### src/rtl/alu_seq_pkg.sv
// Shared definitions for the ALU instruction sequencer: opcodes, ALU select codes,
// FSM states and the opcode decoder used by the sequencer.
package alu_seq_pkg;

    localparam logic [3:0] OP_ADD   = 4'b0000;
    localparam logic [3:0] OP_SUB   = 4'b0001;
    localparam logic [3:0] OP_MUL   = 4'b0100;
    localparam logic [3:0] OP_DIV   = 4'b0101;
    localparam logic [3:0] OP_OUT_W = 4'b0110;
    localparam logic [3:0] OP_OUT_R = 4'b0111;

    localparam logic [2:0] ALU_SEL_ADD  = 3'b000;
    localparam logic [2:0] ALU_SEL_SUB  = 3'b001;
    localparam logic [2:0] ALU_SEL_MUL  = 3'b100;
    localparam logic [2:0] ALU_SEL_DIV  = 3'b101;
    localparam logic [2:0] ALU_SEL_NONE = 3'b000;

    typedef enum logic [1:0] {
        IDLE = 2'd0,
        EXEC = 2'd1,
        WAIT = 2'd2
    } state_t;

    // Single-cycle ALU ops, multi-cycle ALU ops (wait for alu_done), register strobes.
    typedef enum logic [2:0] {
        KIND_ALU,
        KIND_ALU_MC,
        KIND_OUT_W,
        KIND_OUT_R,
        KIND_ILLEGAL
    } op_kind_t;

    typedef struct packed {
        op_kind_t   kind;
        logic [2:0] op_select;
        logic       sub;
    } decode_t;

    function automatic decode_t decode_opcode(input logic [3:0] opcode);
        decode_t d;
        d.kind      = KIND_ILLEGAL;
        d.op_select = ALU_SEL_NONE;
        d.sub       = 1'b0;
        case (opcode)
            OP_ADD: begin
                d.kind      = KIND_ALU;
                d.op_select = ALU_SEL_ADD;
            end
            OP_SUB: begin
                d.kind      = KIND_ALU;
                d.op_select = ALU_SEL_SUB;
                d.sub       = 1'b1;
            end
            OP_MUL: begin
                d.kind      = KIND_ALU_MC;
                d.op_select = ALU_SEL_MUL;
            end
            OP_DIV: begin
                d.kind      = KIND_ALU_MC;
                d.op_select = ALU_SEL_DIV;
            end
            OP_OUT_W: d.kind = KIND_OUT_W;
            OP_OUT_R: d.kind = KIND_OUT_R;
            default:  d.kind = KIND_ILLEGAL;
        endcase
        return d;
    endfunction

endpackage

### src/rtl/alu_sequencer_if.sv
// Bundle of the sequencer's instruction handshake, ALU controls, output-register
// strobes and status; slave is the sequencer side, master the instruction source/datapath.
interface alu_sequencer_if #(
    parameter int CNT_W = 16
);

    logic             instr_valid;
    logic [7:0]       instr;
    logic             instr_ready;
    logic [2:0]       alu_op_select;
    logic             alu_sub;
    logic             alu_start;
    logic             alu_done;
    logic             out_write_enable;
    logic             out_read_enable;
    logic [4:0]       out_index;
    logic             busy;
    logic             illegal;
    logic             timeout;
    logic [CNT_W-1:0] retired;

    modport master (
        output instr_valid, instr, alu_done,
        input  instr_ready, alu_op_select, alu_sub, alu_start,
               out_write_enable, out_read_enable, out_index,
               busy, illegal, timeout, retired
    );

    modport slave (
        input  instr_valid, instr, alu_done,
        output instr_ready, alu_op_select, alu_sub, alu_start,
               out_write_enable, out_read_enable, out_index,
               busy, illegal, timeout, retired
    );

endinterface

### src/rtl/alu_sequencer_op_timer.sv
// WAIT-state cycle counter: cleared when a multi-cycle op launches, counts while
// waiting, and flags expiry once it has reached TIMEOUT-1.
module op_timer #(
    parameter int TIMEOUT = 64
) (
    input  logic clk,
    input  logic reset,
    input  logic clear,
    input  logic enable,
    output logic expired
);

    localparam int             W    = $clog2(TIMEOUT);
    localparam logic [W-1:0]   LAST = W'(TIMEOUT - 1);

    logic [W-1:0] count_q;

    // NOTE: flops are written with <= so each one samples pre-edge values whatever the block order.
    always_ff @(posedge clk or posedge reset) begin
        if (reset) begin
            count_q <= '0;
        end else if (clear) begin
            count_q <= '0;
        end else if (enable && !expired) begin
            count_q <= count_q + W'(1);
        end
    end

    assign expired = (count_q == LAST);

endmodule

### src/rtl/alu_sequencer.sv
// Multi-cycle instruction sequencer: latches one instruction, drives ALU/output-register
// controls from the registered instruction, waits on alu_done for MUL/DIV under a timeout.
module alu_sequencer #(
    parameter int TIMEOUT = 64,
    parameter int CNT_W   = 16
) (
    input  logic            clk,
    input  logic            reset,
    alu_sequencer_if.slave  bus
);

    import alu_seq_pkg::*;

    state_t           state_q, state_d;
    logic [7:0]       ir_q;
    logic [CNT_W-1:0] retired_q;
    logic             timeout_q, timeout_d;

    logic    ir_load;
    logic    retire;
    logic    timer_clear;
    logic    timer_enable;
    logic    timer_expired;
    logic    alu_start;
    logic    out_we;
    logic    out_re;
    logic    illegal;
    decode_t dec;

    assign dec = decode_opcode(ir_q[7:4]);

    op_timer #(
        .TIMEOUT (TIMEOUT)
    ) u_op_timer (
        .clk     (clk),
        .reset   (reset),
        .clear   (timer_clear),
        .enable  (timer_enable),
        .expired (timer_expired)
    );

    always_ff @(posedge clk or posedge reset) begin
        if (reset) begin
            state_q <= IDLE;
        end else begin
            state_q <= state_d;
        end
    end

    always_comb begin
        // NOTE: every signal gets a default first, so no path through the case leaves a latch.
        state_d      = state_q;
        ir_load      = 1'b0;
        retire       = 1'b0;
        timer_clear  = 1'b0;
        timer_enable = 1'b0;
        timeout_d    = 1'b0;
        alu_start    = 1'b0;
        out_we       = 1'b0;
        out_re       = 1'b0;
        illegal      = 1'b0;

        case (state_q)
            IDLE: begin
                if (bus.instr_valid) begin
                    ir_load = 1'b1;
                    state_d = EXEC;
                end
            end

            EXEC: begin
                state_d = IDLE;
                case (dec.kind)
                    KIND_ALU: begin
                        alu_start = 1'b1;
                        retire    = 1'b1;
                    end
                    KIND_ALU_MC: begin
                        alu_start   = 1'b1;
                        timer_clear = 1'b1;
                        state_d     = WAIT;
                    end
                    KIND_OUT_W: begin
                        out_we = 1'b1;
                        retire = 1'b1;
                    end
                    KIND_OUT_R: begin
                        out_re = 1'b1;
                        retire = 1'b1;
                    end
                    default: illegal = 1'b1;
                endcase
            end

            WAIT: begin
                // Completion wins over expiry when both land in the same cycle.
                if (bus.alu_done) begin
                    retire  = 1'b1;
                    state_d = IDLE;
                end else if (timer_expired) begin
                    timeout_d = 1'b1;
                    state_d   = IDLE;
                end else begin
                    timer_enable = 1'b1;
                end
            end

            default: state_d = IDLE;
        endcase
    end

    // The timeout decision depends on alu_done, so it is registered to keep outputs input-free.
    always_ff @(posedge clk or posedge reset) begin
        if (reset) begin
            ir_q      <= '0;
            retired_q <= '0;
            timeout_q <= 1'b0;
        end else begin
            timeout_q <= timeout_d;
            if (ir_load) begin
                ir_q <= bus.instr;
            end
            if (retire) begin
                retired_q <= retired_q + CNT_W'(1);
            end
        end
    end

    assign bus.instr_ready      = (state_q == IDLE) && !reset;
    assign bus.busy             = (state_q != IDLE);
    assign bus.alu_op_select    = (state_q != IDLE) ? dec.op_select : ALU_SEL_NONE;
    assign bus.alu_sub          = (state_q != IDLE) && dec.sub;
    assign bus.alu_start        = alu_start;
    assign bus.out_write_enable = out_we;
    assign bus.out_read_enable  = out_re;
    assign bus.out_index        = (out_we || out_re) ? {1'b0, ir_q[3:0]} : 5'd0;
    assign bus.illegal          = illegal;
    assign bus.timeout          = timeout_q;
    assign bus.retired          = retired_q;

endmodule

### src/flat_wrapper.sv
// flat-port wrapper written by rule: the top's interface ports become plain ports
module alu_sequencer_flat import alu_seq_pkg::*;
#(
    parameter int TIMEOUT = 64,
    parameter int CNT_W   = 16
)
  (clk, reset, bus_instr_valid, bus_instr, bus_alu_done, bus_instr_ready, bus_alu_op_select, bus_alu_sub, bus_alu_start, bus_out_write_enable, bus_out_read_enable, bus_out_index, bus_busy, bus_illegal, bus_timeout, bus_retired);
  alu_sequencer_if #(.CNT_W(CNT_W)) bus_i ();
  input  logic clk;
  input  logic reset;
  input wire logic [$bits(bus_i.instr_valid)-1:0] bus_instr_valid;
  input wire logic [$bits(bus_i.instr)-1:0] bus_instr;
  input wire logic [$bits(bus_i.alu_done)-1:0] bus_alu_done;
  output wire logic [$bits(bus_i.instr_ready)-1:0] bus_instr_ready;
  output wire logic [$bits(bus_i.alu_op_select)-1:0] bus_alu_op_select;
  output wire logic [$bits(bus_i.alu_sub)-1:0] bus_alu_sub;
  output wire logic [$bits(bus_i.alu_start)-1:0] bus_alu_start;
  output wire logic [$bits(bus_i.out_write_enable)-1:0] bus_out_write_enable;
  output wire logic [$bits(bus_i.out_read_enable)-1:0] bus_out_read_enable;
  output wire logic [$bits(bus_i.out_index)-1:0] bus_out_index;
  output wire logic [$bits(bus_i.busy)-1:0] bus_busy;
  output wire logic [$bits(bus_i.illegal)-1:0] bus_illegal;
  output wire logic [$bits(bus_i.timeout)-1:0] bus_timeout;
  output wire logic [$bits(bus_i.retired)-1:0] bus_retired;
  assign bus_i.instr_valid = bus_instr_valid;
  assign bus_i.instr = bus_instr;
  assign bus_i.alu_done = bus_alu_done;
  assign bus_instr_ready = bus_i.instr_ready;
  assign bus_alu_op_select = bus_i.alu_op_select;
  assign bus_alu_sub = bus_i.alu_sub;
  assign bus_alu_start = bus_i.alu_start;
  assign bus_out_write_enable = bus_i.out_write_enable;
  assign bus_out_read_enable = bus_i.out_read_enable;
  assign bus_out_index = bus_i.out_index;
  assign bus_busy = bus_i.busy;
  assign bus_illegal = bus_i.illegal;
  assign bus_timeout = bus_i.timeout;
  assign bus_retired = bus_i.retired;
  alu_sequencer #(.TIMEOUT(TIMEOUT), .CNT_W(CNT_W)) u_core (.clk(clk), .reset(reset), .bus(bus_i));
endmodule
### config.mk
export PLATFORM = sky130hd
export DESIGN_NAME = alu_sequencer_flat
export DESIGN_NICKNAME = d
export VERILOG_FILES = /design/src/rtl/alu_seq_pkg.sv /design/src/rtl/alu_sequencer_if.sv /design/src/rtl/alu_sequencer_op_timer.sv /design/src/rtl/alu_sequencer.sv /design/src/flat_wrapper.sv
export SDC_FILE = /design/constraint.sdc
export NUM_CORES = 1
export LEC_CHECK = 0
export ABC_AREA = 1
export CORE_MARGIN = 2
export CORE_UTILIZATION = 40
export DETAILED_ROUTE_END_ITERATION = 10
export PLACE_DENSITY = 0.66
export SYNTH_ARGS = -nofsm -noshare
export SYNTH_HDL_FRONTEND = slang
export SYNTH_HIERARCHICAL = 1
export SYNTH_SLANG_ARGS = --single-unit
export TNS_END_PERCENT = 5
### constraint.sdc
create_clock -name clk -period 2.2 [get_ports clk]
set_input_delay 0.22 -clock clk [delete_from_list [all_inputs] [get_ports clk]]
set_output_delay 0.22 -clock clk [all_outputs]
set_load 0.02 [all_outputs]
==> impl_metrics.json, run 1 <==
{
  "stdcell_count": 387,
  "cp.arrival_ps": 1850,
  "first_pass_iters": 4,
  "gp_congestion": 0.822,
  "syn_avg_cell_area_um2": 7.18,
  "fmax_mhz": 484,
  "syn_inst": 274,
  "grt_pass1_vias": 1637,
  "ys_seq_area_share_pct": 42.0,
  "clkPwrFrac_pct": 20.0,
  "placedCellCount": 380,
  "antenna_found_initial": 0,
  "timing.final.crit_share_pct": 94.0,
  "cp.required_ps": 1980,
  "final_layout_size_suffix_gt1_share_pct": 7.81,
  "dieArea_um2": 5490,
  "core_area_um2": 4720,
  "root_buffer": "clkbuf_8",
  "area_growth_syn_to_layout_pct": 29.0,
  "period_needed_ps": 2070,
  "setup_viol": 0,
  "clockBufferDepth": 2,
  "crit_type": "register to output pin",
  "layout_common_cells": "nand2_1 (98), nor2_1 (42), clkdlybuf4s50_1 (38), dfrtp_1 (33), inv_1 (30)",
  "initial_core_util_pct": 41.6,
  "overflow": 0,
  "grtUsageTotal_pct": 16.9,
  "hold_class": "input port to asynchronous set/reset pin",
  "wl_um": 4180,
  "wl_per_cell_um": 10.8,
  "die_y_um": 74.1,
  "slew_violations": 0,
  "dieWidth_um": 74.1,
  "drt_iter0_markers": 97,
  "irDropWorstVdd_v": 0.000482,
  "seq_power_share_pct": 37.7,
  "end_kind": "output pin",
  "drc": 0,
  "synth_top_cell_by_area": "dfrtp_1",
  "drt-vias-per-instance": 4.62,
  "worstPathMaxFanout": 6,
  "rows": 25,
  "rsz0062_at_grt": "false",
  "synth-warning-count": 6,
  "antenna_cells": 0,
  "synth_top_area_share_pct": 42.0,
  "outcome": "completed",
  "power_density_nw_per_um2": 898,
  "synth.area.top_cells": "dfrtp_1 (42%), nand2_1 (19%), nor2_1 (8.0%), inv_1 (5.7%), ha_1 (3.2%)",
  "ys_seq_elements": 33,
  "vias": 1788,
  "pre_cts_ws_ps": 330,
  "internal_power_mw": 1.38,
  "cts.htree.levels": 2,
  "cts_tree": "done",
  "grt_pass1_wl_um": 7120,
  "layout.nets": 337,
  "clk_latency_ps": 280,
  "p_sw_share_pct": 39.7,
  "p_sw_mw": 0.905,
  "cts_buffers": 5,
  "ant_nets": 0,
  "hpwl_um": 3070,
  "final_common_cell": "nand2_1",
  "pin_count": 44,
  "synth_area_um2": 1970,
  "combPwrFrac_pct": 42.3,
  "clk_pin_slew_ps": 70,
  "cap_violations": 0,
  "tns_ps": 0,
  "finalHoldViolCount": 0,
  "grt_max_degree": 28,
  "clock_skew_ps": 5.85,
  "p_leak_nw": 1.25,
  "synth_cell_types": 28,
  "cts_setup_buffers": 0,
  "io_buffers": 41,
  "cts_num_sinks": 33,
  "fin_hold_ws_ps": 224,
  "setup_ws_ps": 132,
  "crit_path_start_kind": "register"
}
-- final cells by class --
| type | count | area [um^2] |
|---|---|---|
| flip-flops and latches | 33 | 826 |
| clock buffers | 7 | 86.3 |
| well taps | 67 | 83.8 |
| inverters | 34 | 128 |
| multi-input cells | 203 | 981 |
| repair buffers | 43 | 433 |
| fillers | 470 | 2190 |
-- cell families (layout without fill, tap and decap cells) --
| kind of cell | after synthesis | count (layout) | synth area share, % |
|---|---|---|---|
| and+or+nand+nor | 172 | 172 | 37.0 |
| buffers and inverters | 39 | 84 | 8.59 |
| DFF | 33 | 33 | 42.0 |
| AOI/OAI and AO/OA | 15 | 15 | 4.84 |
| xor gates and xnor gates | 7 | 7 | 3.12 |
| adders and majority gates | 5 | 5 | 3.18 |
| muxes | 2 | 2 | 1.14 |
| other | 1 | 2 | 0.191 |
-- flip-flops by register name (all words and copies together) (netlist names) --
signal                     count
u_core/bus.retired            16
u_core/bus.timeout             1
u_core/ir_q                    8
u_core/state_q                 2
u_core/u_op_timer/count_q      6
-- synth_stat cells (all sizes together) --
library cell  instances
conb                  1
inv                  34
nand3                14
nor3b                 1
buf                   4
nand2               102
a21oi                 9
xnor2                 3
o21ai                 5
mux2                  2
nor4                  1
xor2                  4
clkbuf                1
ha                    5
nand4                 7
dfrtp                33
o22ai                 1
nor3                  4
nor2                 43
-- worst max-delay path, stage by stage (launching register included) --
cell	delay, ps
dfrtp_1	380
inv_1	90
ha_1	220
nand3_2	150
nor2_1	120
clkdlybuf4s50_1	610
-- final timing paths --
| kind | start | depth (start not counted) | slack, ps | end |
|---|---|---|---|---|
| min in group clk | u_core/ir_q[1] | 2 | 520 | u_core/ir_q[1] |
| hold reg to reg | u_core/ir_q[1] | 2 | 520 | u_core/ir_q[1] |
| max in group asynchronous | reset | 3 | 1580 | u_core/ir_q[2] |
| setup reg to reg | u_core/u_op_timer/count_q[0] | 10 | 480 | u_core/u_op_timer/count_q[4] |
| hold / removal | reset | 2 | 220 | u_core/u_op_timer/count_q[5] |
| setup / recovery | u_core/state_q[1] | 5 | 130 | bus_out_index[0] |
-- layer usage --
layer  track usage (%)  wire, um  up-vias
li1                  -         -      939
met1              21.0      1920      818
met2              28.1      2060       29
met3              4.61       170        2
met4              6.06        27        0
met5                 0         0        -
-- stage by stage --
stage | util [%] | power (mW) | area (um^2)
3_3_place_gp | 51.6 | 1.82 | 2440
6_report | 53.7 | 2.28 | 2540
2_1_floorplan | - | 1.52 | 1970
4_1_cts | 53.5 | 2.31 | 2520
5_1_grt | 53.7 | 2.45 | 2540
3_5_place_dp | 51.6 | 1.83 | 2440
-- timing repair --
item,CTS,global route
resized for setup,0,4
hold buffers,0,0
endpoints found under the setup margin,0,7
-- power by group through the flow --
stage / registers [mW] / logic [mW] / clock network (mW)
floorplan: 0.877 / 0.642 / 0
global placement: 0.864 / 0.954 / 0
detailed placement: 0.866 / 0.968 / 0
CTS: 0.856 / 0.975 / 0.476
global route: 0.878 / 1.07 / 0.505
finish: 0.860 / 0.964 / 0.456
Power figures use the tool's default switching activity.
==> run 2, diff against run 1 <==
- GPL_TIMING_DRIVEN: not set -> 0
==> impl_metrics.json, run 2 (same netlist as run 1, synthesis figures left out) <==
{
  "fmax_mhz": 489,
  "reg2reg_depth": 9,
  "dieArea_um2": 5490,
  "p_sw_share_pct": 38.2,
  "worstPathMaxFanout": 5,
  "root_buffer": "clkbuf_8",
  "wl_per_cell_um": 11.1,
  "first_pass_iters": 4,
  "slew_headroom_pct": 32.3,
  "cts_buffers": 5,
  "setup_viol": 0,
  "seq_power_share_pct": 35.1,
  "irDropWorstVdd_v": 0.000479,
  "rsz0062_at_grt": "false",
  "overflow": 0,
  "die_y_um": 74.1,
  "ant_nets": 0,
  "final_common_cell": "nand2_1",
  "cp.required_ps": 1980,
  "timing.final.crit_share_pct": 92.9,
  "p_sw_mw": 0.937,
  "clockBufferDepth": 2,
  "crit_path_start_kind": "register",
  "layout_common_cells": "nand2_1 (98), nor2_1 (42), clkdlybuf4s50_1 (34), dfrtp_1 (33), inv_1 (30)",
  "wl_um": 4320,
  "layout.nets": 340,
  "finalHoldViolCount": 0,
  "cts_setup_buffers": 0,
  "placedCellCount": 383,
  "antenna_found_initial": 0,
  "end_kind": "output pin",
  "cts_num_sinks": 33,
  "cap_violations": 0,
  "combPwrFrac_pct": 40.8,
  "grt_pass1_vias": 1628,
  "tns_ps": 0,
  "worstMarginPinSlew_ps": 1010,
  "internal_power_mw": 1.52,
  "gp_congestion": 0.861,
  "clock_skew_ps": 6.70,
  "crit_type": "register to output pin",
  "clk_pin_slew_ps": 70,
  "clkPwrFrac_pct": 24.1,
  "stdcell_count": 391,
  "dieWidth_um": 74.1,
  "slew_violations": 0,
  "initial_core_util_pct": 41.6,
  "r2r_end": "u_core/u_op_timer/count_q[4]",
  "outcome": "completed",
  "cts.htree.levels": 2,
  "pin_count": 44,
  "power_density_nw_per_um2": 941,
  "vias": 1803,
  "hpwl_um": 3230,
  "rows": 25,
  "io_buffers": 41,
  "grt_pass1_wl_um": 7090,
  "largest_register_ffs": 16,
  "drt_iter0_markers": 119,
  "hold_class": "input port to asynchronous set/reset pin",
  "fin_util_pct": 55.2,
  "drt-vias-per-instance": 4.61,
  "cts_tree": "done",
  "cp.arrival_ps": 1820,
  "drc": 0,
  "reg2reg_slack_ps": 300,
  "grtUsageTotal_pct": 16.9,
  "p_leak_nw": 1.34,
  "grt_max_degree": 28,
  "final_layout_size_suffix_gt1_share_pct": 8.95,
  "antenna_cells": 0,
  "clk_latency_ps": 290,
  "area_growth_syn_to_layout_pct": 32.4,
  "core_area_um2": 4720,
  "reg2reg_from": "u_core/u_op_timer/count_q[0]",
  "period_needed_ps": 2040
}
[run 2: cell types whose count changed in the layout (fill, tap and decap cells not counted), sizes merged]
cell / delta
clkdlybuf4s50: -4
dlymetal6s2s: +3
buf: +2
bufinv: +1
clkbuf: +1
dlygate4sd2: +1
[run 2: how the worst max path moves through the flow]
stage                                        end                    startpoint  depth (start not counted)
finish                           bus_instr_ready             u_core/state_q[0]                          5
global route                     bus_instr_ready             u_core/state_q[1]                          5
CTS                             bus_out_index[1]             u_core/state_q[1]                          5
detailed placement  u_core/u_op_timer/count_q[4]  u_core/u_op_timer/count_q[0]                          9
global placement    u_core/u_op_timer/count_q[4]  u_core/u_op_timer/count_q[0]                          9
floorplan           u_core/u_op_timer/count_q[4]  u_core/u_op_timer/count_q[0]                          9
[run 2: layer usage]
layer	track usage [%]	wire [um]	up-vias
li1	-	-	938
met1	22.1	2080	830
met2	27.1	2000	28
met3	4.20	176	7
met4	6.26	69	0
met5	0	0	-
[run 2: area by class of cell]
cell class / instances / area [um^2]
clock buffer: 7 / 86.3
tap: 67 / 83.8
fill: 455 / 2120
timing repair buffer: 41 / 424
buffer: 5 / 41.3
sequential: 33 / 826
inverter: 34 / 128
clock inverter: 1 / 30.0
multi-input combinational: 203 / 986
[run 2: power groups by stage]
stage          clock (mW)  combinational (mW)  sequential [mW]
2_1_floorplan           0               0.642            0.877
3_3_place_gp            0               0.981            0.864
3_5_place_dp            0                1.01            0.867
4_1_cts             0.606                1.01            0.858
5_1_grt             0.632                1.11            0.879
6_report            0.591                1.00            0.862
[run 2: per-stage QoR]
stage          area (um^2)  setup slack, ps  hold WS (ps)  power, mW
6_report              2610              155           198       2.45
2_1_floorplan         1970              280          11.0       1.52
3_3_place_gp          2460             25.4           496       1.85
3_5_place_dp          2460             19.3           509       1.88
4_1_cts               2580             20.7           199       2.47
5_1_grt               2610             44.0           229       2.62
[run 2: what timing repair did]
action | 4_1_cts | 5_1_grt
gates resized for setup | 2 | 7
setup endpoints to repair | 2 | 6
hold buffers | 0 | 0
[run 2: worst max-delay path, cell delays in order (launching register included)]
cell and delay [ps]:
dfrtp_1 380, inv_1 100, ha_1 260, inv_1 100, nor2_1 100, clkdlybuf4s50_1 600
==> run 3, diff against run 2 <==
- CTS_CLUSTER_SIZE: not set -> 20
==> results of run 3 <==
The final DEF is identical to that of run 2; final timing and power are the same.
